[src/rtl/instr_control.sv]
// Two-phase (FETCH/EXEC) instruction sequencer for an accumulator CPU.
// Define INSTR_CONTROL_COUNT_EN to add the saturating InstrCount output.
module instr_control #(
  parameter int addr_bus  = 11,
  parameter int data_size = 16
) (
  input  logic                 Clk,
  input  logic                 Reset,
  input  logic                 Start,
  input  logic [data_size-1:0] Instr,
  output logic [addr_bus-1:0]  Pc,
  output logic [addr_bus-1:0]  Operand,
  output logic [1:0]           SelA,
  output logic                 SelB,
  output logic                 Op,
  output logic                 WrAcc,
  output logic                 WrRam,
  output logic                 RdRam,
  output logic                 Halted
`ifdef INSTR_CONTROL_COUNT_EN
  ,
  output logic [15:0]          InstrCount
`endif
);

  localparam logic [1:0] S_IDLE  = 2'd0;
  localparam logic [1:0] S_FETCH = 2'd1;
  localparam logic [1:0] S_EXEC  = 2'd2;
  localparam logic [1:0] S_HALT  = 2'd3;

  localparam logic [4:0] OPC_HLT  = 5'b00000;
  localparam logic [4:0] OPC_STO  = 5'b00001;
  localparam logic [4:0] OPC_LD   = 5'b00010;
  localparam logic [4:0] OPC_LDI  = 5'b00011;
  localparam logic [4:0] OPC_ADD  = 5'b00100;
  localparam logic [4:0] OPC_ADDI = 5'b00101;
  localparam logic [4:0] OPC_SUB  = 5'b00110;
  localparam logic [4:0] OPC_SUBI = 5'b00111;

  localparam logic [addr_bus-1:0] PC_ONE = 1;

  logic [1:0]           state_q, state_d;
  logic [addr_bus-1:0]  pc_q, pc_d;
  logic [data_size-1:0] ir_q, ir_d;
  logic [4:0]           opcode;
  logic                 start_accept;

  assign opcode       = ir_q[data_size-1 -: 5];
  assign start_accept = Start && (state_q == S_IDLE || state_q == S_HALT);

  always_comb begin
    state_d = state_q;
    pc_d    = pc_q;
    ir_d    = ir_q;
    case (state_q)
      S_IDLE: begin
        pc_d = '0;
        if (Start) state_d = S_FETCH;
      end
      S_FETCH: begin
        ir_d    = Instr;
        state_d = S_EXEC;
      end
      S_EXEC: begin
        // HLT keeps Pc pointing at itself so the halt address stays visible.
        if (opcode == OPC_HLT) begin
          state_d = S_HALT;
        end else begin
          pc_d    = pc_q + PC_ONE;
          state_d = S_FETCH;
        end
      end
      default: begin
        if (Start) begin
          pc_d    = '0;
          state_d = S_FETCH;
        end
      end
    endcase
  end

  always_ff @(posedge Clk) begin
    if (Reset) begin
      state_q <= S_IDLE;
      pc_q    <= '0;
      ir_q    <= '0;
    end else begin
      state_q <= state_d;
      pc_q    <= pc_d;
      ir_q    <= ir_d;
    end
  end

  // Strobes decode purely from flops, so they are glitch-free and only live in EXEC.
  always_comb begin
    SelA  = 2'b00;
    SelB  = 1'b0;
    Op    = 1'b0;
    WrAcc = 1'b0;
    WrRam = 1'b0;
    RdRam = 1'b0;
    if (state_q == S_EXEC) begin
      case (opcode)
        OPC_STO: WrRam = 1'b1;
        OPC_LD: begin
          RdRam = 1'b1;
          WrAcc = 1'b1;
        end
        OPC_LDI: begin
          SelA  = 2'b01;
          WrAcc = 1'b1;
        end
        OPC_ADD: begin
          RdRam = 1'b1;
          SelA  = 2'b10;
          WrAcc = 1'b1;
        end
        OPC_ADDI: begin
          SelA  = 2'b10;
          SelB  = 1'b1;
          WrAcc = 1'b1;
        end
        OPC_SUB: begin
          RdRam = 1'b1;
          SelA  = 2'b10;
          Op    = 1'b1;
          WrAcc = 1'b1;
        end
        OPC_SUBI: begin
          SelA  = 2'b10;
          SelB  = 1'b1;
          Op    = 1'b1;
          WrAcc = 1'b1;
        end
        default: ;
      endcase
    end
  end

  assign Pc      = pc_q;
  assign Operand = ir_q[addr_bus-1:0];
  assign Halted  = (state_q == S_HALT);

`ifdef INSTR_CONTROL_COUNT_EN
  logic [15:0] cnt_q, cnt_d;

  always_comb begin
    cnt_d = cnt_q;
    if (start_accept) begin
      cnt_d = '0;
    end else if (state_q == S_EXEC && cnt_q != 16'hFFFF) begin
      cnt_d = cnt_q + 16'd1;
    end
  end

  always_ff @(posedge Clk) begin
    if (Reset) cnt_q <= '0;
    else       cnt_q <= cnt_d;
  end

  assign InstrCount = cnt_q;
`else
  logic unused_start_accept;
  assign unused_start_accept = start_accept;
`endif

endmodule

[config.mk]
export PLATFORM = sky130hd
export DESIGN_NAME = instr_control
export DESIGN_NICKNAME = d
export VERILOG_FILES = /design/src/rtl/instr_control.sv
export SDC_FILE = /design/constraint.sdc
export NUM_CORES = 1
export LEC_CHECK = 0
export CORE_MARGIN = 4
export CORE_UTILIZATION = 45
export CTS_CLUSTER_SIZE = 12
export DETAILED_ROUTE_END_ITERATION = 7
export GPL_TIMING_DRIVEN = 0
export PLACE_DENSITY = 0.78
export SYNTH_ARGS = -nofsm -noshare
export SYNTH_HDL_FRONTEND = slang
export SYNTH_SLANG_ARGS = --single-unit
export TNS_END_PERCENT = 30
[constraint.sdc]
create_clock -name Clk -period 2 [get_ports Clk]
set_input_delay 0.5 -clock Clk [delete_from_list [all_inputs] [get_ports Clk]]
set_output_delay 0.5 -clock Clk [all_outputs]
set_load 0.1 [all_outputs]
## Yosys cells after proc, flatten, opt, wreduce, memory -nomap -nowiden

Index checks and enable logic that the tools add are counted.

| word-level totals | value |
|---|---|
| flip-flop bits (word level) | 29 |
| output and inout port bits | 30 |
| input bits | 19 |

| cells by class | value |
|---|---|
| mux-type cells | 18 |
| equal/unequal tests | 11 |
| bitwise logic cells | 1 |
| reduce and logical (&&, ||, !) cells | 10 |
| add/sub/neg operators | 1 |

Operators with widths:

| cell | count |
|---|---|
| case mux 11 bit (3 select lines) | 1 |
| two-way mux 11 bit | 2 |
| equality test 5 x 3 -> 1 bit, second input constant | 4 |
| adder 11 x 1 -> 11 bit, second input constant | 1 |
| equality test 5 x 2 -> 1 bit, second input constant | 2 |
| two-way mux 1 bit | 10 |
| case mux 2 bit (2 select lines) | 2 |
| two-way mux 2 bit | 3 |
| nonzero test 3 bit | 2 |
| OR reduction 6 bit | 1 |
| equality test 5 x 1 -> 1 bit, second input constant | 1 |
| zero test 5 bit | 1 |
| equality test 2 bit, second input constant | 2 |
| OR reduction 2 bit | 2 |
| OR reduction 4 bit | 1 |
| AND reduction 3 bit | 1 |
| OR reduction 3 bit | 1 |
| equality test 2 x 1 -> 1 bit, second input constant | 1 |
| zero test 2 bit | 1 |
| inequality test 2 bit, second input constant | 1 |
| inverter 1 bit | 1 |

## Logic depth before layout (Yosys ltp)

| logic depth | value |
|---|---|
| depth in word-level cells | 4 |
| gate-level depth with buffers | 6 |
| mapped depth without buffers | 6 |

## Least setup slack after synthesis

No wires, ideal clock.

| path | value |
|---|---|
| path type | register to output |
| start | register state_q[0] |
| end | output RdRam |
| arrival time | 3.262 ns |
| setup slack | -1.762 ns |
| stages on the path, launching flop included | 6 |
| path through | dfxtp_1 -> inv_1 -> ha_1 -> nor3b_4 -> o21a_1 -> nor2b_1 |

| on the way | value |
|---|---|
| longest elaborated chain between the ends | 2 |

Ends and longest elaborated chain:

| what | RTL line | RTL |
|---|---|---|
| from (decl) | 42 | `logic [1:0] state_q, state_d;` |
| from (signal assigned) | 88 | `state_q <= state_d;` |
| equality test 2 bit | 102 | `if (state_q == S_EXEC) begin` |
| two-way mux 1 bit | 102 |  |
| to (decl) | 18 | `output logic RdRam,` |

Every way passes these cells.

## Worst setup path in the final report

Same ends and word-level chain as after synthesis.

==> run_results.csv <==
group,metric,value,unit
sta,tightest_slew,551,ps
setup_path,reg2reg_to,"Pc[4]",
setup_path,rr_worst_depth,8,
routing,ant_nets,0,
synthesis,syn-num-nets,185,
grt,antenna_found_initial,0,
cts,clk_latency,320,ps
cts,htree_levels,2,
grt,grt_pass1_wl,6470,um
floorplan,core_area,0.00313,sq mm
power_and_ir_drop,leakagePower,0.894,nW
setup_path,crit_arrival,1690,ps
sta,min_period_over_period,110,%
power_and_ir_drop,power.density,701,mW/mm^2
power_and_ir_drop,comb_power_share,35.6,%
power_and_ir_drop,seq_power_share,41.5,%
cts,clkTransAtPathRegs,90,ps
cts,ctsLongestPathBuffers,2,
setup_path,slowest_delay,340,ps
cells_and_area,num-nets-final,247,
routing,first_iter_violations,51,
floorplan,die_h,65.9,um
power_and_ir_drop,pwr-share-clk,22.9,%
cts,cts-buffers-inserted,5,
setup_path,cp-end-kind,"output pin",
synthesis,avgSynthCellArea,9.42,sq um
grt,grt_max_degree,11,
synthesis,synthArstFlopShare,0,%
synthesis,ys_top_cells_by_area,"dfxtp_1, mux2i_1, buf_4",
setup_path,cp_max_fo,7,
setup_path,path_cells,"inv_2 > ha_4 > nor3b_4 > o21a_4 > nor2b_4 > buf_12",
floorplan,initial_core_util,48.2,%
place,place_ws,-982,ps
power_and_ir_drop,switching_share,37.1,%
floorplan,die_area,0.00434,sq mm
place,hpwl,2860,um
sta,maxSlewHeadroom,63.4,%
routing,drt_wl_total,3870,um
cts,root_buffer,"clkbuf_4",
hold_path,holdPathStages,2,
setup_path,critPathLaunchType,"flop",
setup_path,crit_buf_inv,2,
synthesis,synth_edf_count,0,
place,place_congestion,0.795,
synthesis,yosysTopAreaCell,"dfxtp_1",
setup_path,critPathSlowestCell,"dfxtp_2",
outcome,status,"complete, but fails checks",
cells_and_area,n_antenna_cell,0,
cells_and_area,mostFrequentLayoutCells,"buf_4, dfxtp_1, nor2_1, clkdlybuf4s50_1, mux2i_1",
cells_and_area,layoutNonFillerInstCount,266,
cts,cts_sinks,29,
synthesis,yosysWarningCount,0,
synthesis,synth.yosys.seq_area_share,38.5,%
sta,min_period,2190,ps
grt,overflow,0,
sta,worst_slack,-192,ps
synthesis,synth_top_area_share,38.5,%
hold_path,worstHoldStart,"ir_q[9]",
floorplan,ioPinCount,49,
routing,wl_per_cell,14.5,um
sta,slew_violations,0,
sta,hold_viol,0,
grt,grt.total_usage,19.4,%
synthesis,ys.flop_type,"dfxtp_1",
synthesis,synth_cells,160,
place,placed_cell_area,0.00207,sq mm
routing,first_pass_iters,4,
place,dpl.cell_count,252,
cts,tritoncts,"yes",
cells_and_area,fin_area,0.00223,sq mm
cells_and_area,drive_gt1_share,32.9,%
outcome,violations,"negative setup slack",
hold_path,hold_path_class,"flop to flop",
hold_path,min_to,"ir_q[9]",
sta,setup_viol,7,
sta,rsz0062_at_grt,"true",
cts,cts-hold-fix-buffers,0,
setup_path,r2r_slack,160,ps
floorplan,fp.dieW,65.9,um
routing,viasPerCell,5.22,
floorplan,num_rows,20,
routing,drc_errors,0,
setup_path,path_delay_family,"simple AND/OR/NAND/NOR gates",
routing,vias,1389,
setup_path,critPathRequiredTime,1500,ps
power_and_ir_drop,p_int,984,uW
setup_path,path_class,"flop to output pin",
cells_and_area,area_growth,48.1,%
job,drv_cap,0,
sta,max_freq,0.456,GHz
synthesis,synthDistinctLibCells,40,
sta,clock_skew,5.68,ps
power_and_ir_drop,p_switching,580,uW
cells_and_area,final_common_cell,"buf_4",
place,io_buffers,48,
power_and_ir_drop,ir_drop,488,uV
synthesis,synth_area,0.00151,sq mm
grt,grt_pass1_vias,1400,
setup_path,rr_startpoint,"state_q[0]",
synthesis,ys_ff_latch,29,
-- worst reg2reg max path, cell delays in order (launching register included) --
cell and delay [ps]:
dfxtp_2 360, inv_2 50, ha_4 160, buf_4 120, buf_4 130, nor3_1 400, a211o_2 260, a21oi_1 70
o32ai_2 210
-- per-stage QoR --
| step | setup TNS (ps) | total power [mW] | hold WS, ps | util (%) |
|---|---|---|---|---|
| 2_1_floorplan | -1040 | 1.07 | 462 | - |
| 3_3_place_gp | -9160 | 1.18 | 474 | 66.2 |
| 3_5_place_dp | -9970 | 1.20 | 491 | 66.2 |
| 4_1_cts | -978 | 1.57 | 512 | 71.2 |
| 5_1_grt | -1460 | 1.64 | 541 | 71.3 |
| 6_report | -963 | 1.56 | 507 | 71.3 |
-- final cells by class --
type                    instances  area [sq um]
fillers                       249           897
multi-input cells             109           825
repair buffers                 55           584
flip-flops and latches         29           583
plain buffers                  18           114
clock buffers                   7          55.1
well taps                      44          55.1
inverters                       4          15.0
-- timing repair --
| action | 4_1_cts | 5_1_grt |
|---|---|---|
| pin swaps | 2 | 2 |
| endpoints found under the setup margin | 30 | 8 |
| resized for setup | 120 | 1 |
| buffers inserted | 6 | 1 |
-- state kept, by name, indices dropped and copies added (netlist names) --
name / count
Pc: 11
ir_q: 16
state_q: 2
-- worst max-delay path by stage --
stage               startpoint     to  slack [ps]  cells past startpoint
floorplan           state_q[0]  RdRam        -410                      5
global placement    state_q[0]  RdRam        -950                      6
detailed placement  state_q[0]  RdRam        -980                      6
CTS                 state_q[0]  RdRam        -200                      6
global route        state_q[0]  RdRam        -270                      6
finish              state_q[0]  RdRam        -190                      6
-- cells in the mapped netlist, types with 2 or more instances --
cell type / number
dfxtp_1: 29
nor2_1: 18
mux2i_1: 16
buf_4: 12
a21oi_1: 8
ha_1: 6
nand2_1: 6
nor3_1: 6
nor2b_1: 5
a22o_1: 4
clkbuf_1: 4
inv_1: 4
nand3_1: 4
nand4_1: 4
o21ai_0: 4
o21ai_1: 4
and3_2: 2
and4_1: 2
-- metal layers --
layer  global-route usage (%)  routed length, um  vias up
met5                        0                  0        -
met2                     36.5               2100       49
met1                     20.4               1480      652
li1                         -                  -      683
met4                     6.99                 45        0
met3                     5.10                233        5
-- power groups by stage --
| stage | Combinational, mW | Sequential (mW) | Clock [mW] |
|---|---|---|---|
| 3_3_place_gp | 0.522 | 0.659 | 0 |
| 4_1_cts | 0.556 | 0.649 | 0.364 |
| 2_1_floorplan | 0.405 | 0.662 | 0 |
| 3_5_place_dp | 0.539 | 0.664 | 0 |
| 6_report | 0.557 | 0.650 | 0.358 |
| 5_1_grt | 0.593 | 0.656 | 0.395 |
-- kinds of logic after synthesis --
group                      synth area share (%)
buffers and inverters                      8.55
and+or+nand+nor                            20.7
muxes                                      10.6
adders and majority gates                  4.98
AOI/OAI and AO/OA                          16.6
DFF                                        38.5
Power figures use the tool's default switching activity.
